===== src/rtl/priority_request_latch.sv =====
// ---------------------------------------------------------------------------
// priority_request_latch
//
// Request-capture stage that sits in front of a 4-line priority encoder.
// Single-cycle request pulses on four channels are latched into a sticky
// pending vector that feeds the encoder. The encoder's winning channel is
// captured and offered to a consumer over a valid/ready handshake; a
// channel's pending bit is cleared only when the consumer accepts it.
//
// Optional feature macro: PRL_DROP_CNT_EN
//   defined   -> o_drop_cnt counts cycles in which a request hit a channel
//                that was already pending (saturating, cleared only by reset)
//   undefined -> no counter logic, o_drop_cnt tied to 0
//
// Parameters:
//   CNT_W        width of the drop counter
//
// Ports:
//   i_clk        clock, all logic on the rising edge
//   i_rst_n      synchronous active-low reset
//   i_req[3:0]   request pulses, bit n requests channel n
//   i_flush      drop all pending requests and any open offer
//   o_pend[3:0]  registered pending vector, drives encoder i_code
//   i_enc_code   encoder o_code (combinational from o_pend)
//   i_enc_valid  encoder o_valid
//   o_valid      grant offer valid
//   o_code       granted channel index, stable while o_valid is high
//   i_ready      consumer accepts the offer when o_valid & i_ready
//   o_drop_cnt   saturating count of lost requests
// ---------------------------------------------------------------------------
module priority_request_latch #(
    parameter int CNT_W = 8
) (
    input  logic             i_clk,
    input  logic             i_rst_n,
    input  logic [3:0]       i_req,
    input  logic             i_flush,
    output logic [3:0]       o_pend,
    input  logic [1:0]       i_enc_code,
    input  logic             i_enc_valid,
    output logic             o_valid,
    output logic [1:0]       o_code,
    input  logic             i_ready,
    output logic [CNT_W-1:0] o_drop_cnt
);

    typedef enum logic {
        ST_IDLE  = 1'b0,
        ST_OFFER = 1'b1
    } state_e;

    state_e     state_q;
    logic [3:0] pend_q;
    logic [3:0] pend_d;
    logic [3:0] clr;
    logic       valid_q;
    logic [1:0] code_q;
    logic       accept;

    assign accept = valid_q & i_ready;

    // Pending next state: the accepted channel is cleared, new requests are
    // OR-ed in afterwards so a same-cycle set wins over the clear.
    always_comb begin
        // NOTE: every signal driven here gets a default first so no latch is inferred.
        clr = '0;
        if (accept) begin
            clr[code_q] = 1'b1;
        end
        pend_d = (pend_q & ~clr) | i_req;
        if (i_flush) begin
            pend_d = '0;
        end
    end

    always_ff @(posedge i_clk) begin
        // NOTE: state registers use non-blocking assignment; reset is sampled on the clock edge.
        if (!i_rst_n) begin
            pend_q <= '0;
        end else begin
            pend_q <= pend_d;
        end
    end

    // Offer FSM. The captured code is held for the whole offer: later changes
    // on the encoder output never preempt an offer already on the wire.
    always_ff @(posedge i_clk) begin
        if (!i_rst_n) begin
            state_q <= ST_IDLE;
            valid_q <= 1'b0;
            code_q  <= 2'b00;
        end else if (i_flush) begin
            state_q <= ST_IDLE;
            valid_q <= 1'b0;
        end else begin
            case (state_q)
                ST_IDLE: begin
                    if (i_enc_valid) begin
                        code_q  <= i_enc_code;
                        valid_q <= 1'b1;
                        state_q <= ST_OFFER;
                    end
                end
                ST_OFFER: begin
                    if (i_ready) begin
                        valid_q <= 1'b0;
                        state_q <= ST_IDLE;
                    end
                end
                default: begin
                    valid_q <= 1'b0;
                    state_q <= ST_IDLE;
                end
            endcase
        end
    end

    assign o_pend  = pend_q;
    assign o_valid = valid_q;
    assign o_code  = code_q;

`ifdef PRL_DROP_CNT_EN
    logic [CNT_W-1:0] drop_q;
    logic             collide;

    // A request is lost when it lands on a bit that is already pending and
    // not being released this cycle; several such bits count once.
    assign collide = |(i_req & pend_q & ~clr);

    always_ff @(posedge i_clk) begin
        if (!i_rst_n) begin
            drop_q <= '0;
        end else if (!i_flush && collide && (drop_q != '1)) begin
            drop_q <= drop_q + CNT_W'(1);
        end
    end

    assign o_drop_cnt = drop_q;
`else
    assign o_drop_cnt = '0;
`endif

endmodule


===== config.mk =====
export PLATFORM = sky130hd
export DESIGN_NAME = priority_request_latch
export DESIGN_NICKNAME = d
export VERILOG_FILES = /design/src/rtl/priority_request_latch.sv
export SDC_FILE = /design/constraint.sdc
export NUM_CORES = 1
export LEC_CHECK = 0
export CAP_MARGIN = 20
export CORE_AREA = 5 5 42 44
export DETAILED_ROUTE_END_ITERATION = 8
export DIE_AREA = 0 0 47 49
export PLACE_DENSITY_LB_ADDON = 0.2
export SETUP_SLACK_MARGIN = 0.1
export SLEW_MARGIN = 20
export SYNTH_ARGS = -nofsm -noshare
export SYNTH_HDL_FRONTEND = slang
export SYNTH_SLANG_ARGS = --single-unit
export TNS_END_PERCENT = 10

===== constraint.sdc =====
create_clock -name i_clk -period 2.3 [get_ports i_clk]
set_clock_uncertainty 0.2 [all_clocks]
set_input_delay 0.575 -clock i_clk [delete_from_list [all_inputs] [get_ports i_clk]]
set_output_delay 0.575 -clock i_clk [all_outputs]
set_load 0.005 [all_outputs]

==> results.md, run 1 <==
- CTS H-tree depth: 1
- Global route overflow: 0
- Final setup fails: 0
- Iter 0 DRT Violations: 0
- Critical path fanouts, max: 6
- Peak VDD IR: about 0.21 mV
- First-pass GRT wire length: 1.36 mm
- # Post-CTS Setup Buffers: 0
- Top Family by Delay on Critical Path: buffers and inverters
- Most used DFF post-synth: dfxtp_1
- Worst Reg-to-Reg Cells: 2
- Worst hold start: o_code[1]
- Flop2flop setup slack: 1200 ps
- Largest net degree at the start of global routing: 7
- Layout cells sized above 1: roughly 13%
- PostCTS Resize Cnt: 0
- Starting Density: about 29%
- WL/cell: 9.85 um
- Post-synth EDFFs: 0
- Crit Path Class: flip-flop to output port
- CTS buffer count: 3
- Rows: 14
- Area growth, synth to finish: 44.4%
- Worst EP arrival: around 1200 ps
- Max-slew violation count: 0
- Minimum clock period: 2020 ps
- Synth cell count leaders: 8 x buf_4, 8 x dfxtp_1, 7 x nor2_1
- Filler Cell Count: 150
- Worst path slowest cell: clkdlybuf4s50_1
- Crit Reg-Reg Startpoint: o_code[1]
- DRT antenna net count: 0
- Unrepaired setup endpoints after global routing: no
- Hold EP: o_code[1]
- Core area: between 1000 and 1500 sq um
- PortBufs: 17
- Synth Cell Area: 403 sq um
- Post-synth top area share: between 30 and 40%
- Final wirelength: 778 um
- Drt drc: 0
- Peak Freq: 496 MHz
- Yosys reg bits: 8
- Worst setup SP type: flip-flop
- Crit path required time: around 1500 ps
- Antenna violations before repair: 0
- DR vias: between 300 and 400
- Hold WC Path Type: flip-flop to flip-flop
- Drt pass-1 iters: 1
- Tcrit/Tclk final: roughly 90%
- Crit path buf inv count: 1
- Max-Cap Viols: 0
- Post-synthesis cell count: between 40 and 50
- Leak: between 0.2 and 0.25 nW
- Main area contributors after synthesis: dfxtp_1 40%, buf_4 15%, a311oi_2 7.5%
- Setup crit start: o_code[0]
- Detail-routed via count per cell: roughly 4.2
- RR Endpoint: o_pend[1]
- CTS max path bufs: 2
- Num ports: 26
- Async SR Flop Fraction: 0%
- Synth unique cells: 16
- Hold path cells: 2
- Biggest area consumer among synthesized cells: dfxtp_1
- Fraction of the yosys area taken by sequential cells: 39.8%
- Count of final hold-check violations: 0
- Clk root buf: clkbuf_4
- Clock Sinks: 8
- Post-CTS Hold Buffers: 0
- Syn Area/Cell: 9.16 sq um
- CTS tree: done
- Number of diodes: 0
- Vias in the first global route: 354
- Worst-path clk slew: 50 ps
- All-layer global routing usage: 8.06%
- Total Nets Final: 76
- Crit path cell chain: clkdlybuf4s50_1
- Cell area power density: about 530 nW/um^2
- Die ar.: 2300 sq um
- Crit. End Element: output port
- Gp weighted congestion: 0.684
- Synth warn: 0
- Total area of sequential cells: around 160 sq um
- Area of the multi-input gates: 201 sq um
- Die Width: roughly 47 um
- Slowest stage delay, CP: 550 ps
- Clk_lat worst skew: 250 ps
- Die Y: about 49 um
- Status: finished clean
- Sum Neg Setup Slack: 0 ps
- Post-route total power: 0.000311 W
## registers in the layout, indices dropped and copies added (netlist names)
register  count
o_pend        4
o_valid       1
state_q       1
o_code        2
## how the worst max path moves through the flow
| stage | to | cells past startpoint |
|---|---|---|
| 2_1_floorplan | o_pend[3] | 2 |
| 3_3_place_gp | o_code[0] | 3 |
| 3_5_place_dp | o_code[0] | 3 |
| 4_1_cts | o_code[0] | 1 |
| 5_1_grt | o_code[0] | 1 |
| 6_report | o_code[0] | 1 |
## through the flow
stage          hold slack [ps]  std cells  area [sq um]  util [%]  worst slack (ps)
2_1_floorplan              268         51           429         -              1030
3_3_place_gp               272         76           559      39.9               504
3_5_place_dp               274         76           559      39.9               486
4_1_cts                    285         79           582      41.5               275
5_1_grt                    354         79           582      41.5               201
6_report                   286         79           582      41.5               283
## cell usage in the layout, fill, tap and decap left out
master,count
mux2i_1,2
a311oi_2,2
and3_1,1
nand2b_2,1
clkbuf_4,3
a21bo_2,1
clkdlybuf4s50_1,17
nand2b_1,1
inv_1,2
nand2_1,4
and3b_1,1
a21oi_1,1
dfxtp_1,8
conb_1,8
nor3b_2,1
nor2_1,7
a211oi_1,3
## area by class of cell
class | count | area share, %
Tap cell | 16 | 3.44
Clock buffer | 3 | 3.87
Multi-Input combinational cell | 33 | 34.6
Inverter | 2 | 1.29
Timing Repair Buffer | 17 | 29.2
Sequential cell | 8 | 27.5
## where the power goes
| group | switching (W) | internal [W] | leakage [nW] |
|---|---|---|---|
| Combinational | 0.0000201 | 0.0000341 | 0.165 |
| Clock | 0.0000459 | 0.0000596 | 0.0138 |
| Sequential | 0.00000577 | 0.000146 | 0.0657 |
## logic make-up after synthesis
family / Yosys count / share of synthesized area, %
buffers and inverters: 10 / 16.8
DFF: 8 / 39.8
and+or+nand+nor: 16 / 20.8
other: 1 / 0.931
muxes: 2 / 4.97
AOI/OAI and AO/OA: 7 / 16.8
## metal layers
metal	up-vias	wire length (um)	GRT usage, %	part of all wire (%)
met3	2	95	2.95	12
met2	16	345	11.5	44
met5	-	0	0	0
li1	172	-	-	-
met1	140	328	9.58	42
met4	0	8	5.53	1.0
## worst reg2reg max path: stages, from the launching register on
cell,delay (ps)
dfxtp_1,360
and3b_1,210
a311oi_2,240
Power figures use the tool's default switching activity.
==> run 2, diff against run 1 <==
--- a/config.mk
+++ b/config.mk
@@ -6,9 +6,9 @@
 export NUM_CORES = 1
 export LEC_CHECK = 0
 export CAP_MARGIN = 20
-export CORE_AREA = 5 5 42 44
+export CORE_AREA = 2 2 39 41
 export DETAILED_ROUTE_END_ITERATION = 8
-export DIE_AREA = 0 0 47 49
+export DIE_AREA = 0 0 41 43
 export PLACE_DENSITY_LB_ADDON = 0.2
 export SETUP_SLACK_MARGIN = 0.1
 export SLEW_MARGIN = 20
==> results.md, run 2 (synthesis gave the netlist of run 1 again) <==
- Status: finished clean
- Tcrit/Tclk final: 88.9% (+1.2 points)
- Global route overflow: 0 (unchanged)
- Post-route setup slack: 254 ps (-28.3 ps)
- First-pass GRT wire length: 1.10 mm (-19%)
- Worst EP arrival: 1270 ps (+30 ps)
- Worst path slowest cell: clkdlybuf4s50_1
- Setup Slack @ Placement: 501 ps (+15.1 ps)
- CTS max path bufs: 2 (unchanged)
- Clk root buf: clkbuf_4
- Max-Cap Viols: 0 (unchanged)
- Area growth, synth to finish: 44.4% (unchanged)
- Max FFs per register: 4 (unchanged)
- DR vias: 325 (-1.5%)
- Top Family by Delay on Critical Path: buffers and inverters
- Clk_lat worst skew: 250 ps (about the same)
- Area of the multi-input gates: 201 sq um (unchanged)
- CTS H-tree depth: 1 (unchanged)
- Rows: 14 (unchanged)
- Crit path cell chain: clkdlybuf4s50_1
- Largest net degree at the start of global routing: 7 (unchanged)
- Gp weighted congestion: 0.631 (-7.6%)
- DRT antenna net count: 0 (unchanged)
- Number of diodes: 0 (unchanged)
- Worst setup SP type: flip-flop
- Die Width: 41 um (-13%)
- PostCTS Resize Cnt: 0 (unchanged)
- Leak: 0.245 nW (unchanged)
- Minimum clock period: 2050 ps (+28.3 ps)
- Starting Density: 29.1% (+0.36 points)
- Count of final hold-check violations: 0 (unchanged)
- Clock Sinks: 8 (unchanged)
- Commonest non-fill, non-tap cell in the layout: clkdlybuf4s50_1
- Die Y: 43 um (-12%)
- Cell area power density: 532 nW/um^2 (-0.44%)
- Drt pass-1 iters: 1 (unchanged)
- CTS buffer count: 3 (unchanged)
- Die ar.: 1760 sq um (-23%)
- Core area: 1380 sq um (-1.2%)
- Crit. End Element: output port
- Slowest stage delay, CP: 560 ps (about the same)
- PortBufs: 17 (unchanged)
- CTS tree: done
- Num ports: 26 (unchanged)
- Crit path required time: 1520 ps (about the same)
- Total area of sequential cells: 160 sq um (unchanged)
- Peak Freq: 489 MHz (-1.4%)
- WL/cell: 9.24 um (-6.2%)
- Unrepaired setup endpoints after global routing: no
- Vias in the first global route: 271 (-23%)
- Worst-path clk slew: 50 ps (about the same)
- All-layer global routing usage: 9.96% (+1.9 points)
- Detail-routed via count per cell: 4.11 (-1.5%)
- Worst hold margin: 279 ps (-6.62 ps)
- Drt drc: 0 (unchanged)
- Sum Neg Setup Slack: 0 ps (unchanged)
- Layout cells sized above 1: 12.7% (unchanged)
- Final wirelength: 730 um (-6.2%)
- Crit path buf inv count: 1 (unchanged)
- Hold WC Path Type: flip-flop to flip-flop
- Post-CTS Hold Buffers: 0 (unchanged)
- Critical path fanouts, max: 6 (unchanged)
- Antenna violations before repair: 0 (unchanged)
- Peak VDD IR: 0.223 mV (+5.0%)
- Filler Cell Count: 152 (+1.3%)
- Final setup fails: 0 (unchanged)
- Final HPWL DP: ~560 um
- Crit Path Class: flip-flop to output port
- Commonest non-fill, non-tap cells in the layout: 17 x clkdlybuf4s50_1, 8 x conb_1, 8 x dfxtp_1
- Max-slew violation count: 0 (unchanged)
- Iter 0 DRT Violations: 0 (unchanged)
- # Post-CTS Setup Buffers: 0 (unchanged)
- Total Nets Final: 76 (unchanged)
==> run 2: cell counts in the layout (fill, tap and decap cells not counted) <==
No cell type changed its count.
==> run 2: per-layer routing <==
layer | part of all wire (%) | track usage, %
met1 | 45 | 13.6
met2 | 45 | 11.3
met3 | 7.4 | 3.14
met4 | 1.4 | 10.0
met5 | 0 | 0
==> run 2: layout make-up <==
type	count	area share, %
Clock buffer	3	3.87
Inverter	2	1.29
Multi-Input combinational cell	33	34.6
Sequential cell	8	27.5
Tap cell	16	3.44
Timing Repair Buffer	17	29.2
==> run 2: where the power goes <==
part / leakage (nW) / switching, W / total [W] / internal [W]
logic: 0.165 / 0.0000199 / 0.0000539 / 0.0000340
clock network: 0.0138 / 0.0000446 / 0.000104 / 0.0000595
registers: 0.0657 / 0.00000592 / 0.000152 / 0.000146
total: 0.245 / 0.0000704 / 0.000310 / 0.000239
==> run 2: worst paths after layout <==
path | endpoint | cells after the start | slack, ps | startpoint
max | o_code[0] | 1 | 250 | o_code[0]
min | o_code[1] | 2 | 280 | o_code[1]
max reg2reg | o_pend[1] | 2 | 1200 | o_code[1]
min reg2reg | o_code[1] | 2 | 280 | o_code[1]
==> run 2: stage by stage <==
stage	power [W]	util, %	std cells	instance area (sq um)
floorplan	0.000184	-	51	429
detailed placement	0.000209	40.4	76	559
finish	0.000310	42.0	79	582
global route	0.000335	42.0	79	582
CTS	0.000317	42.0	79	582
global placement	0.000209	40.4	76	559
